### src/rtl/decode.sv
// RV32I decode stage: classifies the fetched instruction, forms its immediate and
// register operands, and holds it back while a source register has a write in flight.
module decode (
    input  logic        clk,
    input  logic        reset,
    input  logic        in_valid,
    input  logic [31:0] in_instr,
    input  logic [31:0] in_pc,
    input  logic [3:0]  in_exception,
    input  logic        in_exception_valid,
    output logic        stall_out,
    input  logic        flush,
    input  logic        ex_stall,
    output logic [4:0]  rf_rs1_addr,
    output logic [4:0]  rf_rs2_addr,
    input  logic [31:0] rf_rs1_data,
    input  logic [31:0] rf_rs2_data,
    input  logic        wb_valid,
    input  logic [4:0]  wb_rd,
    output logic        out_valid,
    output logic [31:0] out_pc,
    output logic [3:0]  out_class,
    output logic [2:0]  out_funct3,
    output logic        out_funct7b5,
    output logic [31:0] out_rs1_val,
    output logic [31:0] out_rs2_val,
    output logic [31:0] out_imm,
    output logic [4:0]  out_rd,
    output logic        out_rd_we,
    output logic [3:0]  out_exception,
    output logic        out_exception_valid
);

    localparam logic [6:0] OPC_LUI    = 7'b0110111;
    localparam logic [6:0] OPC_AUIPC  = 7'b0010111;
    localparam logic [6:0] OPC_JAL    = 7'b1101111;
    localparam logic [6:0] OPC_JALR   = 7'b1100111;
    localparam logic [6:0] OPC_BRANCH = 7'b1100011;
    localparam logic [6:0] OPC_LOAD   = 7'b0000011;
    localparam logic [6:0] OPC_STORE  = 7'b0100011;
    localparam logic [6:0] OPC_OPIMM  = 7'b0010011;
    localparam logic [6:0] OPC_OP     = 7'b0110011;
    localparam logic [6:0] OPC_FENCE  = 7'b0001111;
    localparam logic [6:0] OPC_SYSTEM = 7'b1110011;

    localparam logic [3:0] CLS_LUI     = 4'd0;
    localparam logic [3:0] CLS_AUIPC   = 4'd1;
    localparam logic [3:0] CLS_JAL     = 4'd2;
    localparam logic [3:0] CLS_JALR    = 4'd3;
    localparam logic [3:0] CLS_BRANCH  = 4'd4;
    localparam logic [3:0] CLS_LOAD    = 4'd5;
    localparam logic [3:0] CLS_STORE   = 4'd6;
    localparam logic [3:0] CLS_OPIMM   = 4'd7;
    localparam logic [3:0] CLS_OP      = 4'd8;
    localparam logic [3:0] CLS_FENCE   = 4'd9;
    localparam logic [3:0] CLS_SYSTEM  = 4'd10;
    localparam logic [3:0] CLS_ILLEGAL = 4'd15;

    localparam logic [3:0] EXC_ILLEGAL = 4'd2;

    logic [6:0]  opcode_s;
    logic [4:0]  rd_s;
    logic [4:0]  rs1_s;
    logic [4:0]  rs2_s;
    logic [31:0] imm_i_s, imm_s_s, imm_b_s, imm_u_s, imm_j_s;
    logic [3:0]  class_s;
    logic [31:0] imm_s;
    logic        illegal_s;
    logic        uses_rs1_s;
    logic        uses_rs2_s;
    logic        writes_rd_s;
    logic        exc_valid_s;
    logic [3:0]  exc_code_s;
    logic        rd_we_s;
    logic [31:0] rs1_val_s;
    logic [31:0] rs2_val_s;
    logic [31:0] busy_r;
    logic [31:0] busy_eff_s;
    logic [31:0] clr_mask_s;
    logic [31:0] set_mask_s;
    logic [31:0] busy_next_s;
    logic        hazard_s;
    logic        accept_s;

    assign opcode_s    = in_instr[6:0];
    assign rd_s        = in_instr[11:7];
    assign rs1_s       = in_instr[19:15];
    assign rs2_s       = in_instr[24:20];
    assign rf_rs1_addr = rs1_s;
    assign rf_rs2_addr = rs2_s;

    assign imm_i_s = {{20{in_instr[31]}}, in_instr[31:20]};
    assign imm_s_s = {{20{in_instr[31]}}, in_instr[31:25], in_instr[11:7]};
    assign imm_b_s = {{19{in_instr[31]}}, in_instr[31], in_instr[7], in_instr[30:25], in_instr[11:8], 1'b0};
    assign imm_u_s = {in_instr[31:12], 12'd0};
    assign imm_j_s = {{11{in_instr[31]}}, in_instr[31], in_instr[19:12], in_instr[20], in_instr[30:21], 1'b0};

    // Opcode classification: class, immediate format and register usage.
    always_comb begin
        class_s     = CLS_ILLEGAL;
        imm_s       = 32'd0;
        illegal_s   = 1'b0;
        uses_rs1_s  = 1'b0;
        uses_rs2_s  = 1'b0;
        writes_rd_s = 1'b0;
        case (opcode_s)
            OPC_LUI:    begin class_s = CLS_LUI;    imm_s = imm_u_s; writes_rd_s = 1'b1; end
            OPC_AUIPC:  begin class_s = CLS_AUIPC;  imm_s = imm_u_s; writes_rd_s = 1'b1; end
            OPC_JAL:    begin class_s = CLS_JAL;    imm_s = imm_j_s; writes_rd_s = 1'b1; end
            OPC_JALR:   begin class_s = CLS_JALR;   imm_s = imm_i_s; writes_rd_s = 1'b1; uses_rs1_s = 1'b1; end
            OPC_BRANCH: begin class_s = CLS_BRANCH; imm_s = imm_b_s; uses_rs1_s = 1'b1; uses_rs2_s = 1'b1; end
            OPC_LOAD:   begin class_s = CLS_LOAD;   imm_s = imm_i_s; writes_rd_s = 1'b1; uses_rs1_s = 1'b1; end
            OPC_STORE:  begin class_s = CLS_STORE;  imm_s = imm_s_s; uses_rs1_s = 1'b1; uses_rs2_s = 1'b1; end
            OPC_OPIMM:  begin class_s = CLS_OPIMM;  imm_s = imm_i_s; writes_rd_s = 1'b1; uses_rs1_s = 1'b1; end
            OPC_OP:     begin class_s = CLS_OP;     writes_rd_s = 1'b1; uses_rs1_s = 1'b1; uses_rs2_s = 1'b1; end
            OPC_FENCE:  begin class_s = CLS_FENCE; end
            OPC_SYSTEM: begin class_s = CLS_SYSTEM; imm_s = imm_i_s; end
            default:    begin illegal_s = 1'b1; end
        endcase
    end

    // Fetch-raised exceptions take precedence over the illegal-opcode check.
    always_comb begin
        exc_valid_s = 1'b0;
        exc_code_s  = 4'd0;
        if (in_exception_valid) begin
            exc_valid_s = 1'b1;
            exc_code_s  = in_exception;
        end else if (illegal_s) begin
            exc_valid_s = 1'b1;
            exc_code_s  = EXC_ILLEGAL;
        end else begin
            exc_valid_s = 1'b0;
            exc_code_s  = 4'd0;
        end
    end

    assign rd_we_s   = writes_rd_s & (rd_s != 5'd0) & ~exc_valid_s;
    assign rs1_val_s = (rs1_s == 5'd0) ? 32'd0 : rf_rs1_data;
    assign rs2_val_s = (rs2_s == 5'd0) ? 32'd0 : rf_rs2_data;

    // A write-back in this cycle already unblocks its register (bypass).
    assign clr_mask_s = wb_valid ? (32'd1 << wb_rd) : 32'd0;
    assign busy_eff_s = busy_r & ~clr_mask_s;
    assign hazard_s   = in_valid & ~in_exception_valid &
                        ((uses_rs1_s & busy_eff_s[rs1_s]) | (uses_rs2_s & busy_eff_s[rs2_s]));
    assign accept_s   = in_valid & ~flush & ~hazard_s & ~ex_stall;
    assign stall_out  = ~reset & in_valid & ~flush & (hazard_s | ex_stall);

    // Set after clear so a same-cycle issue to the written-back register keeps it busy.
    assign set_mask_s  = (accept_s & rd_we_s) ? (32'd1 << rd_s) : 32'd0;
    assign busy_next_s = ((busy_r & ~clr_mask_s) | set_mask_s) & 32'hFFFF_FFFE;

    // Scoreboard of registers with an outstanding write.
    always_ff @(posedge clk) begin
        if (reset) begin
            busy_r <= 32'd0;
        end else begin
            busy_r <= busy_next_s;
        end
    end

    // Output pipeline register: flush squashes, ex_stall holds, accept loads, else bubble.
    always_ff @(posedge clk) begin
        if (reset) begin
            out_valid           <= 1'b0;
            out_pc              <= 32'd0;
            out_class           <= 4'd0;
            out_funct3          <= 3'd0;
            out_funct7b5        <= 1'b0;
            out_rs1_val         <= 32'd0;
            out_rs2_val         <= 32'd0;
            out_imm             <= 32'd0;
            out_rd              <= 5'd0;
            out_rd_we           <= 1'b0;
            out_exception       <= 4'd0;
            out_exception_valid <= 1'b0;
        end else if (flush) begin
            out_valid <= 1'b0;
        end else if (accept_s) begin
            out_valid           <= 1'b1;
            out_pc              <= in_pc;
            out_class           <= class_s;
            out_funct3          <= in_instr[14:12];
            out_funct7b5        <= in_instr[30];
            out_rs1_val         <= rs1_val_s;
            out_rs2_val         <= rs2_val_s;
            out_imm             <= imm_s;
            out_rd              <= rd_s;
            out_rd_we           <= rd_we_s;
            out_exception       <= exc_code_s;
            out_exception_valid <= exc_valid_s;
        end else if (!ex_stall) begin
            out_valid <= 1'b0;
        end
    end

endmodule

### config.mk
export PLATFORM = sky130hd
export DESIGN_NAME = decode
export DESIGN_NICKNAME = d
export VERILOG_FILES = /design/src/rtl/decode.sv
export SDC_FILE = /design/constraint.sdc
export NUM_CORES = 1
export LEC_CHECK = 0
export ABC_CLOCK_PERIOD_IN_PS = 4070
export CAP_MARGIN = 30
export CORE_MARGIN = 1
export CORE_UTILIZATION = 30
export CTS_BUF_LIST = sky130_fd_sc_hd__clkbuf_4 sky130_fd_sc_hd__clkbuf_8
export CTS_CLUSTER_DIAMETER = 150
export CTS_CLUSTER_SIZE = 8
export DETAILED_ROUTE_END_ITERATION = 6
export DONT_BUFFER_PORTS = 1
export HOLD_SLACK_MARGIN = 0.12
export PLACE_DENSITY_LB_ADDON = 0.15
export SLEW_MARGIN = 20
export SYNTH_ARGS = -nofsm -noshare
export SYNTH_HDL_FRONTEND = slang
export SYNTH_SLANG_ARGS = --single-unit
### constraint.sdc
create_clock -name clk -period 4.07 [get_ports clk]
set_input_delay 0.6105 -clock clk [delete_from_list [all_inputs] [get_ports clk]]
set_output_delay 0.6105 -clock clk [all_outputs]
set_load 0.03 [all_outputs]
==> flow_summary.toml <==
[global_route]
grt_pass1_wl_um = 44100
first_global_vias = 7138
grt_max_degree = 126
antenna_found_initial = 0
gr-total-overflow = 0
grt_usage_pct = 18.7

[place]
place_congestion = 0.873
place_inst = 1392
numPortBuffers = 0
place_hpwl_um = 20900

[timing]
setup_viol = 0
slew_violations = 0
fin_crit_sh_pct = 86.9
max_slew_margin_pct = 39.9
period_minus_slack_ps = 3540
skew_ps = 21.9
fmax_mhz = 283
tightest_slew_ps = 894
hold_viol = 0
setup_tns_ps = 0
rsz0062_at_grt = "false"

[power_and_ir_drop]
ir_drop_mv = 0.207
power.total_w = 0.00352
power_leakage_nw = 3.95
powerDensity_nw_per_um2 = 366

[worst_setup_path]
setup.worst_path.class = "primary input to output pin"
r2r_cells = 8
worstPathRequired_ps = 3460
crit_top_cell = "o211ai_1"
worstSetupPathDepth = 7
path_delay_family = "compound AO/OA/AOI/OAI gates"
worstPathArrival_ps = 2930
startpoint_type = "primary input"
end_kind = "output pin"
worstPathMaxFanout = 10
crit_slowest_cell = "a2111oi_0"
cp_slowest_stage_delay_ps = 520
path_buf_inv = 0
worstPathCellList = "nand4b_1, o211a_1, a2111oi_0, nor4_1, o211ai_1, o211ai_1, and3_1"

[job]
cap_violations = 0

[floorplanning]
dieArea_um2 = 30700
die_y_um = 175
num_rows = 63
num_io_pins = 303
die_w_um = 175
core_region_area_um2 = 29600
initial_core_util_pct = 30.5

[finish]
final_cell_mix = "300 x nand2_1, 179 x dfxtp_1, 147 x mux2i_1"
final_nets = 1165
drive_above_1_share_pct = 8.61
antennaDiodeCount = 0
layout_commonest_cell = "nand2_1"
area_growth_syn_to_layout_pct = 6.55
post_layout_nonfiller_instances = 1424

[clocking]
htree_levels = 4
cts_hold_buf = 0
clock-sinks = 179
cts-root-buf = "clkbuf_8"
cts_tree = "yes"
post-cts-setup-buffer-count = 0
worstSkewPairLatency_ps = 480
cts_buffers = 17
clkSlewWorstSetupHoldPaths_ps = 130
clockBufferDepth = 2
post_cts_resized = 0

[yosys]
synth-main-ff-cell = "dfxtp_1"
ys_types = 66
ys_seq_elements = 179
synth_edf_count = 0
avgSynthCellArea_um2 = 8.30
ys_async_sr_fraction_pct = 0
syn_inst = 1086
syn_area_um2 = 9010
synth.net_count = 1230
ys_seq_area_share_pct = 39.8
ys_warn_count = 0

[drt]
initialDrtViolationCount = 631
drt-vias-per-instance = 5.27
ant_nets = 0
drc_errors = 0
dr.pass1.iters = 5
wl_per_cell_um = 20.9
wirelength_um = 29800
vias = 7501

[min_path]
hp-class = "primary input to register"
worst_hold_path.num_cells = 2

[outcome]
status = "finished, final reports clean"
[synthesized netlist by cell type (6+ instances only)]
cell type | count | share of area [%]
buf_6 | 11 | 1.4
nor2b_1 | 8 | 0.56
nand3_1 | 6 | 0.33
a31o_2 | 25 | 2.4
a22o_1 | 8 | 0.78
inv_1 | 14 | 0.58
o211ai_1 | 20 | 1.7
o21ai_0 | 44 | 2.4
dfxtp_1 | 179 | 40
clkbuf_1 | 62 | 2.6
mux2i_1 | 147 | 16
and2_1 | 12 | 0.83
nor2_1 | 69 | 2.9
buf_2 | 8 | 0.44
a21o_1 | 9 | 0.75
o2111ai_1 | 10 | 0.97
a21oi_1 | 13 | 0.72
nand4_1 | 6 | 0.42
nor4_1 | 9 | 0.62
o21ai_1 | 8 | 0.44
nand2_1 | 300 | 12
buf_4 | 16 | 1.3
nand2b_1 | 8 | 0.56
nor3_1 | 13 | 0.72
[per-stage QoR]
step                      hold WS, ps  cell area, um^2  utilization [%]  worst slack, ps
after CTS                         218             9600             32.5              598
after global placement            521             9180             31.1              566
final                             249             9600             32.5              533
after detailed placement          514             9180             31.1              569
after global routing              208             9600             32.5              470
after floorplan                   484             9010                -              860
[cells by family after synthesis]
group                     count (synthesis)  synth area share (%)
buffers and inverters                   117                  6.57
DFF                                     179                  39.8
and+or+nand+nor                         460                  22.1
AOI/OAI and AO/OA                       174                  13.8
muxes                                   154                  17.6
xor gates and xnor gates                  2                 0.194
[worst register-to-register path, stage by stage, from the launching register on]
cell and delay, ps:
dfxtp_1 320, o21ai_0 180, mux4_2 500, o311ai_1 300
a41oi_2 110, o211ai_1 460, buf_12 310, buf_4 300
mux2i_1 200
[path summary, 6_finish.rpt]
| path | slack (ps) | end | start |
|---|---|---|---|
| setup reg to reg | 1330 | out_rs2_val[31] | busy_r[19] |
| hold / removal | 250 | out_rs1_val[11] | rf_rs1_data[11] |
| hold reg to reg | 530 | busy_r[22] | busy_r[22] |
| setup / recovery | 530 | stall_out | wb_rd[2] |
[layer usage]
metal / track usage, % / vias up / part of all wire [%]
met1: 24.1 / 3529 / 44
met5: 0 / - / 0
met3: 6.45 / 29 / 9.9
met2: 29.5 / 338 / 44
met4: 4.75 / 0 / 1.6
li1: - / 3605 / -
[flip-flops by register name, summed over array words and instances (netlist names)]
signal and cells:
out_rs1_val 32, out_valid 1, out_rd 5, busy_r 31, out_class 4, out_funct3 3
out_funct7b5 1, out_imm 32, out_rs2_val 32, out_pc 32, out_exception 4, out_rd_we 1
out_exception_valid 1
[layout make-up]
cell class,count,area (um^2)
Clock inverter,14,173
Inverter,15,61.3
Sequential cell,179,3580
Fill cell,3170,20000
Timing Repair Buffer,18,198
Multi-Input combinational cell,790,4850
Clock buffer,18,248
Tap cell,390,488
[report_power, final]
| group | switching, W | total (W) | leakage (nW) | internal (W) |
|---|---|---|---|---|
| sequential | 0.000115 | 0.00191 | 1.45 | 0.00179 |
| combinational | 0.000178 | 0.000283 | 2.29 | 0.000105 |
| clock | 0.000831 | 0.00132 | 0.210 | 0.000493 |
| total | 0.00112 | 0.00352 | 3.95 | 0.00239 |
Note: power is estimated with default switching activity, not from simulation.
